$ cat src/rtl/serial_bus_arbiter_if.sv
// Serial bus arbiter handshake bundle.
// Carries the two initiator requests, the target completion/split/resume
// pulses, and the arbiter's grant, mux-select and status outputs.
//   master : arbiter side (drives grants/status, reads requests/target pulses)
//   slave  : bus side (drives requests/target pulses, reads grants/status)
interface serial_bus_arbiter_if;
    logic req1;
    logic req2;
    logic target_ack;
    logic target_split;
    logic split_resume;
    logic grant1;
    logic grant2;
    logic msel;
    logic busy;
    logic split_pending;
    logic timeout;
    logic split_err;

    modport master (
        input  req1, req2, target_ack, target_split, split_resume,
        output grant1, grant2, msel, busy, split_pending, timeout, split_err
    );

    modport slave (
        output req1, req2, target_ack, target_split, split_resume,
        input  grant1, grant2, msel, busy, split_pending, timeout, split_err
    );
endinterface

$ cat src/rtl/serial_bus_arbiter.sv
// Two-initiator arbiter/sequencer for the serial bus with one tracked split.
// Ports:
//   clk  - bus clock, rising edge
//   rst  - asynchronous active-high reset
//   bus  - serial_bus_arbiter_if.master: req1/req2, target_ack/split/resume in;
//          grant1/grant2, msel, busy, split_pending, timeout, split_err out
// owner encoding: 0 = initiator 1, 1 = initiator 2 (matches msel).
module serial_bus_arbiter #(
    parameter bit          ROUND_ROBIN    = 1'b1,
    parameter logic [15:0] TIMEOUT_CYCLES = 16'd1024
) (
    input  logic                  clk,
    input  logic                  rst,
    serial_bus_arbiter_if.master  bus
);

    typedef enum logic [1:0] {S_IDLE, S_GRANT, S_RESUME} state_t;

    state_t      state, state_nxt;
    logic        owner, owner_nxt;
    logic        last_owner, last_owner_nxt;
    logic        split_owner, split_owner_nxt;
    logic        split_pend, split_pend_nxt;
    logic        resume_latched, resume_latched_nxt;
    logic        split_err, split_err_nxt;
    logic        timeout, timeout_nxt;
    logic [15:0] wd, wd_nxt;
    logic        grant1, grant2, busy;

    logic        expire;
    logic        req_owner;
    logic        elig1, elig2;
    logic        win;

    // A TIMEOUT_CYCLES of zero disables the watchdog entirely.
    assign expire    = (TIMEOUT_CYCLES != 16'd0) && (wd == TIMEOUT_CYCLES - 16'd1);
    assign req_owner = owner ? bus.req2 : bus.req1;
    // The parked split initiator may not re-arbitrate; it only returns via resume.
    assign elig1     = bus.req1 && !(split_pend && !split_owner);
    assign elig2     = bus.req2 && !(split_pend &&  split_owner);

    always_comb begin
        state_nxt          = state;
        owner_nxt          = owner;
        last_owner_nxt     = last_owner;
        split_owner_nxt    = split_owner;
        split_pend_nxt     = split_pend;
        resume_latched_nxt = resume_latched;
        split_err_nxt      = split_err;
        timeout_nxt        = 1'b0;
        wd_nxt             = wd + 16'd1;
        win                = 1'b0;

        case (state)
            S_IDLE: begin
                // Idle always precedes a grant, so clearing here gives a fresh count on entry.
                wd_nxt = 16'd0;
                if (split_pend && (bus.split_resume || resume_latched)) begin
                    owner_nxt          = split_owner;
                    resume_latched_nxt = 1'b0;
                    state_nxt          = S_RESUME;
                end else if (elig1 || elig2) begin
                    if (elig1 && elig2)
                        win = ROUND_ROBIN ? ~last_owner : 1'b0;
                    else
                        win = elig2;
                    owner_nxt      = win;
                    last_owner_nxt = win;
                    state_nxt      = S_GRANT;
                end
            end
            S_GRANT: begin
                if (bus.target_ack) begin
                    state_nxt = S_IDLE;
                end else if (bus.target_split) begin
                    if (!split_pend) begin
                        split_pend_nxt  = 1'b1;
                        split_owner_nxt = owner;
                    end else begin
                        split_err_nxt = 1'b1;
                    end
                    state_nxt = S_IDLE;
                end else if (!req_owner) begin
                    state_nxt = S_IDLE;
                end else if (expire) begin
                    timeout_nxt = 1'b1;
                    state_nxt   = S_IDLE;
                end
            end
            S_RESUME: begin
                // Resumed owner holds the bus regardless of its request line.
                if (bus.target_ack) begin
                    split_pend_nxt = 1'b0;
                    state_nxt      = S_IDLE;
                end else if (bus.target_split) begin
                    split_err_nxt = 1'b1;
                    state_nxt     = S_IDLE;
                end else if (expire) begin
                    split_pend_nxt = 1'b0;
                    timeout_nxt    = 1'b1;
                    state_nxt      = S_IDLE;
                end
            end
            default: state_nxt = S_IDLE;
        endcase

        // Resume arriving while the bus is busy is remembered for the next idle cycle.
        if (state != S_IDLE && split_pend && bus.split_resume)
            resume_latched_nxt = 1'b1;
        // A stale latch must not outlive the split it belongs to.
        if (!split_pend_nxt)
            resume_latched_nxt = 1'b0;
    end

    always_ff @(posedge clk or posedge rst) begin
        if (rst) begin
            state          <= S_IDLE;
            owner          <= 1'b0;
            last_owner     <= 1'b1;
            split_owner    <= 1'b0;
            split_pend     <= 1'b0;
            resume_latched <= 1'b0;
            split_err      <= 1'b0;
            timeout        <= 1'b0;
            wd             <= 16'd0;
            grant1         <= 1'b0;
            grant2         <= 1'b0;
            busy           <= 1'b0;
        end else begin
            state          <= state_nxt;
            owner          <= owner_nxt;
            last_owner     <= last_owner_nxt;
            split_owner    <= split_owner_nxt;
            split_pend     <= split_pend_nxt;
            resume_latched <= resume_latched_nxt;
            split_err      <= split_err_nxt;
            timeout        <= timeout_nxt;
            wd             <= wd_nxt;
            grant1         <= (state_nxt != S_IDLE) && !owner_nxt;
            grant2         <= (state_nxt != S_IDLE) &&  owner_nxt;
            busy           <= (state_nxt != S_IDLE);
        end
    end

    // owner only changes when a grant starts, so it doubles as the held mux select.
    assign bus.grant1        = grant1;
    assign bus.grant2        = grant2;
    assign bus.msel          = owner;
    assign bus.busy          = busy;
    assign bus.split_pending = split_pend;
    assign bus.timeout       = timeout;
    assign bus.split_err     = split_err;

endmodule

$ cat src/flat_wrapper.sv
// flat-port wrapper written by rule: the top's interface ports become plain ports
module serial_bus_arbiter_flat 
#(
    parameter bit          ROUND_ROBIN    = 1'b1,
    parameter logic [15:0] TIMEOUT_CYCLES = 16'd1024
)
  (clk, rst, bus_req1, bus_req2, bus_target_ack, bus_target_split, bus_split_resume, bus_grant1, bus_grant2, bus_msel, bus_busy, bus_split_pending, bus_timeout, bus_split_err);
  serial_bus_arbiter_if bus_i ();
  input  logic clk;
  input  logic rst;
  input wire logic [$bits(bus_i.req1)-1:0] bus_req1;
  input wire logic [$bits(bus_i.req2)-1:0] bus_req2;
  input wire logic [$bits(bus_i.target_ack)-1:0] bus_target_ack;
  input wire logic [$bits(bus_i.target_split)-1:0] bus_target_split;
  input wire logic [$bits(bus_i.split_resume)-1:0] bus_split_resume;
  output wire logic [$bits(bus_i.grant1)-1:0] bus_grant1;
  output wire logic [$bits(bus_i.grant2)-1:0] bus_grant2;
  output wire logic [$bits(bus_i.msel)-1:0] bus_msel;
  output wire logic [$bits(bus_i.busy)-1:0] bus_busy;
  output wire logic [$bits(bus_i.split_pending)-1:0] bus_split_pending;
  output wire logic [$bits(bus_i.timeout)-1:0] bus_timeout;
  output wire logic [$bits(bus_i.split_err)-1:0] bus_split_err;
  assign bus_i.req1 = bus_req1;
  assign bus_i.req2 = bus_req2;
  assign bus_i.target_ack = bus_target_ack;
  assign bus_i.target_split = bus_target_split;
  assign bus_i.split_resume = bus_split_resume;
  assign bus_grant1 = bus_i.grant1;
  assign bus_grant2 = bus_i.grant2;
  assign bus_msel = bus_i.msel;
  assign bus_busy = bus_i.busy;
  assign bus_split_pending = bus_i.split_pending;
  assign bus_timeout = bus_i.timeout;
  assign bus_split_err = bus_i.split_err;
  serial_bus_arbiter #(.ROUND_ROBIN(ROUND_ROBIN), .TIMEOUT_CYCLES(TIMEOUT_CYCLES)) u_core (.clk(clk), .rst(rst), .bus(bus_i));
endmodule
$ cat config.mk
export PLATFORM = sky130hd
export DESIGN_NAME = serial_bus_arbiter_flat
export DESIGN_NICKNAME = d
export VERILOG_FILES = /design/src/rtl/serial_bus_arbiter_if.sv /design/src/rtl/serial_bus_arbiter.sv /design/src/flat_wrapper.sv
export SDC_FILE = /design/constraint.sdc
export NUM_CORES = 1
export LEC_CHECK = 0
export BUFFER_PORTS_ARGS = -buffer_cell sky130_fd_sc_hd__buf_4
export CELL_PAD_IN_SITES_DETAIL_PLACEMENT = 0
export CELL_PAD_IN_SITES_GLOBAL_PLACEMENT = 1
export CORE_UTILIZATION = 45
export DETAILED_ROUTE_END_ITERATION = 16
export PLACE_DENSITY_LB_ADDON = 0.15
export SYNTH_ARGS = -nofsm -noshare
export SYNTH_HDL_FRONTEND = slang
export SYNTH_SLANG_ARGS = --single-unit
$ cat constraint.sdc
create_clock -name clk -period 2.61 [get_ports clk]
set_clock_uncertainty 0.2 [all_clocks]
set_input_delay 0.1305 -clock clk [delete_from_list [all_inputs] [get_ports clk]]
set_output_delay 0.1305 -clock clk [all_outputs]
set_load 0.02 [all_outputs]
==> flow_metrics.py <==
metrics = {
    "global_route": {
        "grt_pass1_vias": 1024,
        "grt.total_usage_pct": 17.6,
        "grt_max_degree": 29,
        "grt_pass1_wl_um": 4600,
        "overflow": 0,
        "antenna_found_initial": 0,
    },
    "clock_tree": {
        "clock_path_buffers": 2,
        "cts_tree": "built",
        "cts-root-buf": "clkbuf_4",
        "clkSlewWorstSetupHoldPaths_ns": 0.14,
        "clk_latency_ns": 0.32,
        "clock_sinks": 28,
        "cts_buffers": 3,
        "htreeDepth": 1,
    },
    "routing": {
        "drt_wl_total_um": 2660,
        "num_vias": 1102,
        "avgViaCountPerCell": 5.25,
        "avgRoutedWirePerCell_um": 12.7,
        "ant_nets": 0,
        "drtIter0Drc": 25,
        "remaining_drc_errors": 0,
        "first_pass_iters": 4,
    },
    "synth": {
        "synthFlopType": "dfrtp_1",
        "synth_adder_area_share_pct": 4.26,
        "avgSynthCellArea_sq_um": 10.2,
        "ys_seq_area_share_pct": 47.7,
        "synth_compound_area_share_pct": 13.5,
        "netlist_area_sq_um": 1470,
        "synth_edf_count": 0,
        "synthArstFlopShare_pct": 100,
        "synth_top_area_share_pct": 46.0,
        "yosysTopAreaCell": "dfrtp_1",
        "synthSimpleGateAreaFrac_pct": 22.7,
        "synth_xor_area_share_pct": 6.55,
        "yosys_register_bits": 28,
        "synth_cells": 144,
        "synth.area.top_cells": "dfrtp_1 46%, xor2_1 5.4%, ha_1 4.3%",
        "yosys-mux-area-fraction_pct": 2.21,
        "yosysWarnings": 0,
        "synth_common_cells": "27 x dfrtp_1, 15 x nor2_1, 9 x nand2_1, 9 x xor2_1, 7 x a21oi_1",
        "synth_top_family_by_area": "simple AND/OR/NAND/NOR gates",
        "syn-num-nets": 156,
        "synth.most_common_cell": "dfrtp_1",
        "ys_types": 45,
    },
    "job": {
        "max_cap_viol_count": 0,
    },
    "finish": {
        "top_regs": "u_core.wd (16), u_core.state (2)",
        "drive_above_1_share_pct": 19.9,
        "largest_reg_flops": 16,
        "n_antenna_cell": 0,
        "fin_nets": 179,
        "regMostFlops": "u_core.wd",
        "synthToLayoutAreaGrowth_pct": 16.5,
        "fill_cells": 281,
    },
    "placement": {
        "dp_hpwl_um": 1880,
        "gp_congestion": 0.818,
        "place_ws_ns": 0.507,
        "portBuffers": 13,
    },
    "setup_path": {
        "required_ns": 2.63,
        "crit_path_end_kind": "flop",
        "crit_fanout": 6,
        "worstSetupStartpointType": "flop",
        "cp_top_family": "buffers and inverters",
        "critPathSlowestCell": "dlygate4sd3_1",
        "critical_path_buf_inv_count": 2,
        "ff2ff_setup_slack_ns": 0.41,
        "worstSetupPathType": "reg2reg",
        "slowest_delay_ns": 0.55,
        "worstPathCellList": "inv_1 > ha_1 > mux2_2 > a31o_2 > dlygate4sd3_1",
        "cp_data_arrival_time_ns": 2.22,
    },
    "power": {
        "p_leak_uw": 0.000751,
        "ir_worst_vdd_mv": 0.422,
        "power.total_uw": 1390,
        "p_per_area_nw_per_um2": 814,
    },
    "die": {
        "io_pins": 14,
        "die-width_um": 59.2,
        "core-area_sq_um": 3080,
        "die_area_sq_um": 3500,
        "start_util_pct": 47.8,
        "die_h_um": 59.2,
        "core.rowCount": 20,
    },
    "timing": {
        "period_needed_ns": 2.20,
        "setup_slack_ns": 0.409,
        "setup_viol": 0,
        "period_share_pct": 84.3,
        "setup-tns-final_ns": 0,
        "tightest_slew_ns": 0.350,
        "maxSlewViolCount": 0,
        "max_clock_freq_mhz": 454,
        "max-slew-margin-rel_pct": 76.6,
        "hold_viol": 0,
        "rsz0062_at_grt": "false",
    },
    "outcome": {
        "run_status": "complete, no violations",
    },
    "min_path": {
        "hold_path.class": "in2async",
    },
}
-- timing repair --
| action | 4_1_cts | 5_1_grt |
|---|---|---|
| buffers inserted | 0 | 0 |
| endpoints found under the hold margin | 34 | 0 |
| hold buffers | 7 | 0 |
| gates resized for setup | 0 | 0 |
-- cell families after synthesis --
logic type	after synthesis
XOR/XNOR	11
multiplexers	3
adder cells (fa/ha/maj)	5
AO/OA/AOI/OAI	27
buffers and inverters	10
AND/OR/NAND/NOR	60
flip-flops	28
-- worst min-delay path, delay by kind of cell --
family | cells | cell delay, ns
buf+inv | 4 | 1.03
-- path summary, 6_finish.rpt --
| path | from | to | cells past startpoint |
|---|---|---|---|
| setup reg to reg | u_core.state[1]$_DFF_PP0_ | u_core.bus.split_err$_DFFE_PP0P_ | 5 |
| min in group clk | u_core.wd[0]$_DFF_PP0_ | u_core.wd[0]$_DFF_PP0_ | 1 |
| setup / recovery | u_core.state[1]$_DFF_PP0_ | u_core.bus.split_err$_DFFE_PP0P_ | 5 |
| max in group asynchronous | rst | u_core.last_owner$_DFFE_PP1P_ | 4 |
| hold reg to reg | u_core.wd[0]$_DFF_PP0_ | u_core.wd[0]$_DFF_PP0_ | 1 |
| hold / removal | rst | u_core.wd[10]$_DFF_PP0_ | 4 |
-- report_power, final --
group,switching [uW],total (uW),leakage (uW),internal (uW)
combinational,326,602,0.000365,276
sequential,85.4,613,0.000371,528
clock,119,179,0.0000150,59.7
-- per-stage QoR --
stage          hold WS [ns]  std cells  util [%]  instance area, sq um
3_3_place_gp         0.0242        199      52.5                  1620
2_1_floorplan      -0.00483        144         -                  1470
3_5_place_dp         0.0258        199      52.5                  1620
6_report              0.215        210      55.7                  1710
5_1_grt               0.226        210      55.7                  1710
4_1_cts               0.219        210      55.7                  1710
-- cells in the final DEF, fill, tap and decap left out, types with 2 or more instances in the layout --
cell type      Yosys  final
dfrtp_1           27     27
nor2_1            15     15
buf_4              1     15
nand2_1            9      9
xor2_1             9      9
a21oi_1            7      7
dlygate4sd3_1      0      7
inv_1              6      6
o21ai_0            6      6
and2_1             6      6
nand3_1            5      5
ha_1               5      5
nand2b_1           4      4
nand4_1            4      4
or3_1              3      3
clkbuf_4           0      3
and4_1             2      2
and2_2             2      2
o22ai_1            2      2
xnor2_1            2      2
mux2_2             2      2
-- layer usage --
layer / wire, um / global-route usage, % / vias up
met3: 75 / 2.62 / 2
met2: 1230 / 28.1 / 17
li1: - / - / 551
met4: 12 / 4.08 / 0
met1: 1340 / 25.2 / 532
met5: 0 / 0 / -
-- area by class of cell --
class                   instances  area, sq um  share of cell area, %
well taps                      44         55.1                   3.21
multi-input cells             106          724                   42.3
flip-flops and latches         28          702                   41.0
clock buffers                   4         26.3                   1.53
repair buffers                 22          183                   10.7
inverters                       6         22.5                   1.31
Note: power is estimated with default switching activity, not from simulation.
